**config.mk**
```make
export PLATFORM = sky130hd
export DESIGN_NAME = vga_scanout
export DESIGN_NICKNAME = d
export VERILOG_FILES = /design/src/rtl/vga_scanout.sv
export SDC_FILE = /design/constraint.sdc
export NUM_CORES = 1
export LEC_CHECK = 0
export CAP_MARGIN = 20
export CORE_ASPECT_RATIO = 0.75
export CORE_MARGIN = 3
export CORE_UTILIZATION = 40
export DETAILED_ROUTE_END_ITERATION = 10
export SLEW_MARGIN = 10
export SYNTH_ARGS = -nofsm -noshare
export SYNTH_HDL_FRONTEND = slang
export SYNTH_SLANG_ARGS = --single-unit
```
**constraint.sdc**
```tcl
create_clock -name clk -period 2.1 [get_ports clk]
set_clock_uncertainty 0.1 [all_clocks]
set_input_delay 0.525 -clock clk [delete_from_list [all_inputs] [get_ports clk]]
set_output_delay 0.525 -clock clk [all_outputs]
set_load 0.03 [all_outputs]
```
**src/rtl/vga_scanout.sv**
```systemverilog
`default_nettype none
// ============================================================================
// Module      : vga_scanout
// Description : Monochrome VGA scan-out engine. Free-running horizontal and
//               vertical counters generate sync/enable timing. The frame buffer
//               is read one 16-bit word per 16 pixels, with 1-cycle read
//               latency. Each word is staged in a prefetch register and
//               serialised LSB-first through a shift register.
// Ports       : clk         - pixel clock
//               reset       - synchronous, active-low reset
//               rd_en       - frame-buffer read strobe (one cycle per word)
//               rd_addr     - frame-buffer word address
//               rd_data     - frame-buffer word, valid 1 cycle after rd_en
//               pixel       - monochrome pixel (0 outside the visible area)
//               de          - display enable, high on visible pixels
//               hsync       - horizontal sync, active-low
//               vsync       - vertical sync, active-low
//               frame_start - one-cycle pulse with pixel (0,0)
// Revision    : 1.0 - initial release
// ============================================================================
module vga_scanout #(
    parameter int H_ACTIVE = 800,
    parameter int H_FP     = 40,
    parameter int H_SYNC   = 48,
    parameter int H_BP     = 88,
    parameter int V_ACTIVE = 480,
    parameter int V_FP     = 13,
    parameter int V_SYNC   = 3,
    parameter int V_BP     = 32
) (
    input  logic        clk,
    input  logic        reset,
    output logic        rd_en,
    output logic [15:0] rd_addr,
    input  logic [15:0] rd_data,
    output logic        pixel,
    output logic        de,
    output logic        hsync,
    output logic        vsync,
    output logic        frame_start
);

    localparam int c_H_TOTAL = H_ACTIVE + H_FP + H_SYNC + H_BP;
    localparam int c_V_TOTAL = V_ACTIVE + V_FP + V_SYNC + V_BP;
    localparam int c_HW      = $clog2(c_H_TOTAL);
    localparam int c_VW      = $clog2(c_V_TOTAL);

    localparam logic [c_HW-1:0] c_H_LAST      = c_HW'(c_H_TOTAL - 1);
    localparam logic [c_HW-1:0] c_H_PREFETCH  = c_HW'(c_H_TOTAL - 4);
    localparam logic [c_HW-1:0] c_H_ACT       = c_HW'(H_ACTIVE);
    localparam logic [c_HW-1:0] c_H_FETCH_END = c_HW'(H_ACTIVE - 4);
    localparam logic [c_HW-1:0] c_HS_START    = c_HW'(H_ACTIVE + H_FP);
    localparam logic [c_HW-1:0] c_HS_END      = c_HW'(H_ACTIVE + H_FP + H_SYNC);

    localparam logic [c_VW-1:0] c_V_LAST      = c_VW'(c_V_TOTAL - 1);
    localparam logic [c_VW-1:0] c_V_ACT       = c_VW'(V_ACTIVE);
    localparam logic [c_VW-1:0] c_V_ACT_LAST  = c_VW'(V_ACTIVE - 1);
    localparam logic [c_VW-1:0] c_VS_START    = c_VW'(V_ACTIVE + V_FP);
    localparam logic [c_VW-1:0] c_VS_END      = c_VW'(V_ACTIVE + V_FP + V_SYNC);

    // Scan position
    logic [c_HW-1:0] r_h;
    logic [c_VW-1:0] r_v;

    // Fetch path
    logic [15:0]     r_addr_cnt;
    logic            r_rd_en_d;
    logic [15:0]     r_prefetch;
    logic [15:0]     r_shift;

    // First pipeline stage of the video outputs (aligned with r_shift)
    logic            r_de1;
    logic            r_hs1;
    logic            r_vs1;
    logic            r_fs1;

    logic            w_h_wrap;
    logic            w_v_active;
    logic            w_visible;
    logic            w_fetch_frame0;
    logic            w_fetch_word0;
    logic            w_fetch_mid;
    logic            w_fetch;

    assign w_h_wrap   = (r_h == c_H_LAST);
    assign w_v_active = (r_v < c_V_ACT);
    assign w_visible  = w_v_active && (r_h < c_H_ACT);

    // Word 0 of a line is fetched 4 cycles before the line starts so it has
    // passed through rd_data and the prefetch register by h = 0. The frame's
    // very first fetch comes from the last (blank) line and restarts the
    // address sequence.
    assign w_fetch_frame0 = (r_h == c_H_PREFETCH) && (r_v == c_V_LAST);
    assign w_fetch_word0  = (r_h == c_H_PREFETCH) && (r_v < c_V_ACT_LAST);
    // Remaining words: 4 cycles ahead of each 16-pixel boundary, stopping
    // before the (nonexistent) word past the end of the line.
    assign w_fetch_mid    = w_v_active && (r_h[3:0] == 4'd12) && (r_h < c_H_FETCH_END);
    assign w_fetch        = w_fetch_frame0 || w_fetch_word0 || w_fetch_mid;

    // Reset parks the counters 4 cycles before pixel (0,0) so that the first
    // cycle after release issues the line-0 word-0 fetch.
    always_ff @(posedge clk) begin
        if (!reset) begin
            r_h <= c_H_PREFETCH;
            r_v <= c_V_LAST;
        end else if (w_h_wrap) begin
            r_h <= '0;
            r_v <= (r_v == c_V_LAST) ? '0 : r_v + 1'b1;
        end else begin
            r_h <= r_h + 1'b1;
        end
    end

    // Address generation: r_addr_cnt holds the address of the next fetch.
    always_ff @(posedge clk) begin
        if (!reset) begin
            rd_en      <= 1'b0;
            rd_addr    <= '0;
            r_addr_cnt <= '0;
            r_rd_en_d  <= 1'b0;
            r_prefetch <= '0;
        end else begin
            rd_en     <= w_fetch;
            r_rd_en_d <= rd_en;
            if (w_fetch_frame0) begin
                rd_addr    <= '0;
                r_addr_cnt <= 16'd1;
            end else if (w_fetch) begin
                rd_addr    <= r_addr_cnt;
                r_addr_cnt <= r_addr_cnt + 16'd1;
            end
            if (r_rd_en_d) begin
                r_prefetch <= rd_data;
            end
        end
    end

    // Stage 1: shift register and timing flags, one cycle behind the counters.
    always_ff @(posedge clk) begin
        if (!reset) begin
            r_shift <= '0;
            r_de1   <= 1'b0;
            r_hs1   <= 1'b1;
            r_vs1   <= 1'b1;
            r_fs1   <= 1'b0;
        end else begin
            if (w_visible && (r_h[3:0] == 4'd0)) begin
                r_shift <= r_prefetch;
            end else begin
                r_shift <= {1'b0, r_shift[15:1]};
            end
            r_de1 <= w_visible;
            r_hs1 <= !((r_h >= c_HS_START) && (r_h < c_HS_END));
            // r_v only changes at the line boundary, so vsync edges land on h = 0.
            r_vs1 <= !((r_v >= c_VS_START) && (r_v < c_VS_END));
            r_fs1 <= (r_h == '0) && (r_v == '0);
        end
    end

    // Stage 2: registered outputs, two cycles behind the counters.
    always_ff @(posedge clk) begin
        if (!reset) begin
            pixel       <= 1'b0;
            de          <= 1'b0;
            hsync       <= 1'b1;
            vsync       <= 1'b1;
            frame_start <= 1'b0;
        end else begin
            pixel       <= r_shift[0] & r_de1;
            de          <= r_de1;
            hsync       <= r_hs1;
            vsync       <= r_vs1;
            frame_start <= r_fs1;
        end
    end

endmodule
`default_nettype wire

```
==> out/metrics.cfg <==
[power]
power_leakage_nw = 1.97
design_power_total_mw = 4.29
max-vdd-ir-drop_v = 0.000443
power.density_mw_per_mm2 = 815

[clock_network]
root_buffer = sky130_fd_sc_hd__clkbuf_16
clock_tree_from_tritoncts = done
post_cts.repair.setup_buffers = 0
cts_sinks = 95
clkTransAtPathRegs_ns = 0.07
cts_htree_levels = 3
worst_skew_pair_latency_ns = 0.35
cts-buffers-inserted = 9
max-clock-path-buffers = 2
hold_bufs_inserted_after_cts = 0

[timing]
setup-tns-final_ns = 0
achievable-frequency_ghz = 0.498
hold-worst-slack_ns = 0.322
fin_crit_sh_pct = 95.5
timing.max_slew.rel_slack_pct = 68.8
fin_ws_ns = 0.0938
finalSetupViolations = 0
worst_pin_slew_ns = 0.464
unrepaired_setup_endpoints_after_global_routing = no
finalHoldViolations = 0
period_needed_ns = 2.01
report.final.slew_viol_count = 0

[routing]
initialDrtViolationCount = 242
via_count = 3477
final_routed_drc_violation_total = 0
routed_wirelength_um = 9700
route.antenna.remaining_nets = 0
drt_pre_antenna_iters = 4
routed_via_density = 5.44
post_drt_wl_per_cell_um = 15.2

[global_routing]
initial_antenna_violation_count = 0
grt_max_degree = 49
grt_overflow_total = 0
first_global_vias = 3156
groute.usage.overall_pct = 16.3
grt_first_pass_wirelength_um = 16100

[synthesis]
synth-warning-count = 0
postSynthCellCount = 459
yosysUniqueCellTypes = 56
mappedNetlistArea_mm2 = 0.00438
postSynthNetCount = 484
synth-async-reset-ratio_pct = 0
synth-seq-area-share_pct = 43.5
postSynthRegisterBits = 95
avgSynthCellArea_um2 = 9.53
yosys_most_used_dff = sky130_fd_sc_hd__dfxtp_1
synth_edf_count = 0

[place]
hpwl_um = 6540
port-buffer-count = 39
gp_congestion = 0.777
pre_cts_ws_ns = 0.0739

[cells_and_area]
num-nets-final = 523
layout.filler_cells = 987
layout-drive-gt1-share_pct = 12.3
layout-area-overhead-vs-synth_pct = 20.3
fin_util_pct = 50.2
antennaDiodeCount = 0

[job]
timing.max_cap.violations = 0

[outcome]
status = finished, final reports clean

[die]
coreArea_mm2 = 0.0105
num_rows = 32
start_util_pct = 41.7
boundaryPins = 40
die_width_um = 127
die_height_um = 96.6
die-area_mm2 = 0.0122

[hold_path]
worst_hold_path_class = flop to flop

[worst_setup_path]
critPathKind = flop to flop
element_type_at_the_critical_path_end = flop
worst_ep_required_time_ns = 2.28
worst-endpoint-arrival_ns = 2.19
top_fanout_value_on_the_critical_path = 18
crit_path_start_kind = flop

placed cells by master, fill, tap and decap left out, types with 11 or more instances in the layout:
cell type and instances:
sky130_fd_sc_hd__clkdlybuf4s50_1 39, sky130_fd_sc_hd__nor4_1 12, sky130_fd_sc_hd__nand4_1 15, sky130_fd_sc_hd__o211ai_1 33, sky130_fd_sc_hd__nand2_1 11, sky130_fd_sc_hd__buf_4 26
sky130_fd_sc_hd__mux2i_1 59, sky130_fd_sc_hd__nand3_1 16, sky130_fd_sc_hd__o21ai_0 22, sky130_fd_sc_hd__dfxtp_1 95, sky130_fd_sc_hd__nor2_1 57
critical path, stage by stage (launching register included):
cell	delay, ns
sky130_fd_sc_hd__dfxtp_1	0.38
sky130_fd_sc_hd__a41oi_1	0.37
sky130_fd_sc_hd__nand2_2	0.33
sky130_fd_sc_hd__nor4_1	0.53
sky130_fd_sc_hd__mux2i_1	0.23
cells by family (layout without fill, tap and decap cells):
kind of cell	after synthesis	in the layout	synth area share, %
AND/OR/NAND/NOR	160	160	20.8
multiplexers	59	59	13.5
buffers and inverters	49	93	6.29
flip-flops	95	95	43.5
AO/OA/AOI/OAI	84	84	13.0
XOR/XNOR	5	5	1.00
adder cells (fa/ha/maj)	7	7	2.00
cell usage after synthesis, types with 2 or more instances:
| cell | n | share of area, % |
|---|---|---|
| sky130_fd_sc_hd__clkbuf_8 | 2 | 0.63 |
| sky130_fd_sc_hd__or4_1 | 2 | 0.34 |
| sky130_fd_sc_hd__or4b_1 | 2 | 0.46 |
| sky130_fd_sc_hd__buf_2 | 5 | 0.57 |
| sky130_fd_sc_hd__and2_1 | 7 | 1.0 |
| sky130_fd_sc_hd__nor2_1 | 57 | 4.9 |
| sky130_fd_sc_hd__dfxtp_1 | 95 | 43 |
| sky130_fd_sc_hd__mux2i_1 | 59 | 13 |
| sky130_fd_sc_hd__nor3_1 | 3 | 0.34 |
| sky130_fd_sc_hd__nand3_1 | 16 | 1.8 |
| sky130_fd_sc_hd__buf_1 | 7 | 0.60 |
| sky130_fd_sc_hd__and4_1 | 4 | 0.80 |
| sky130_fd_sc_hd__nand2b_1 | 3 | 0.43 |
| sky130_fd_sc_hd__nand4b_1 | 2 | 0.40 |
| sky130_fd_sc_hd__ha_1 | 7 | 2.0 |
| sky130_fd_sc_hd__and3_1 | 10 | 1.4 |
| sky130_fd_sc_hd__nor4_1 | 13 | 1.9 |
| sky130_fd_sc_hd__o31a_1 | 2 | 0.40 |
| sky130_fd_sc_hd__clkbuf_1 | 18 | 1.5 |
| sky130_fd_sc_hd__nand2_1 | 11 | 0.94 |
| sky130_fd_sc_hd__nand4_1 | 15 | 2.1 |
| sky130_fd_sc_hd__xor2_1 | 4 | 0.80 |
| sky130_fd_sc_hd__a21oi_1 | 10 | 1.1 |
| sky130_fd_sc_hd__o31ai_1 | 6 | 1.0 |
| sky130_fd_sc_hd__buf_6 | 7 | 1.8 |
| sky130_fd_sc_hd__nand3_2 | 2 | 0.46 |
| sky130_fd_sc_hd__o211ai_1 | 33 | 5.7 |
| sky130_fd_sc_hd__o21ai_0 | 22 | 2.5 |
| sky130_fd_sc_hd__inv_1 | 7 | 0.60 |
| sky130_fd_sc_hd__a21o_1 | 2 | 0.34 |
what timing repair did:
item                                    4_1_cts  5_1_grt
endpoints found under the hold margin         0        0
resized for setup                             0        2
endpoints found under the setup margin        0        7
layout make-up:
| class | count | area (um^2) | share of cell area (%) |
|---|---|---|---|
| clock buffer | 11 | 243 | 4.61 |
| clock inverter | 5 | 41.3 | 0.784 |
| inverter | 8 | 30.0 | 0.570 |
| multi-input combinational | 315 | 2210 | 42.0 |
| sequential | 95 | 1900 | 36.1 |
| tap | 136 | 170 | 3.23 |
| timing repair buffer | 69 | 666 | 12.6 |
path summary, 6_finish.rpt:
check	cells after the start	start	to	slack, ns
hold / removal	1	r_hs1$_SDFF_PN1_	hsync$_SDFF_PN1_	0.32
setup / recovery	4	r_v[7]$_SDFFE_PN0N_	r_addr_cnt[11]$_SDFFE_PP0P_	0.09
hold reg to reg	1	r_hs1$_SDFF_PN1_	hsync$_SDFF_PN1_	0.32
setup reg to reg	4	r_v[7]$_SDFFE_PN0N_	r_addr_cnt[11]$_SDFFE_PP0P_	0.09
power by group:
part | switching [mW] | internal [mW]
logic | 0.488 | 0.307
clock network | 0.716 | 0.848
registers | 0.0614 | 1.87
sequential cells by signal, indices dropped and copies added (netlist names):
signal / cells
r_addr_cnt: 16
r_prefetch: 16
r_shift: 16
rd_addr: 16
r_h: 10
r_v: 10
de: 1
frame_start: 1
hsync: 1
pixel: 1
r_de1: 1
r_fs1: 1
r_hs1: 1
r_rd_en_d: 1
r_vs1: 1
rd_en: 1
vsync: 1
routing by layer:
| metal | global-route usage (%) | routed length [um] | up-vias |
|---|---|---|---|
| met5 | 0 | 0 | - |
| met4 | 4.20 | 107 | 0 |
| met3 | 5.27 | 534 | 10 |
| met2 | 22.3 | 3980 | 74 |
| met1 | 24.4 | 5080 | 1638 |
| li1 | - | - | 1755 |
per-stage QoR:
| stage | area, um^2 | instances |
|---|---|---|
| after floorplan | 4380 | 459 |
| after global placement | 4970 | 623 |
| after detailed placement | 4970 | 623 |
| after CTS | 5260 | 639 |
| after global routing | 5260 | 639 |
| final | 5260 | 639 |
Note: power is estimated with default switching activity, not from simulation.
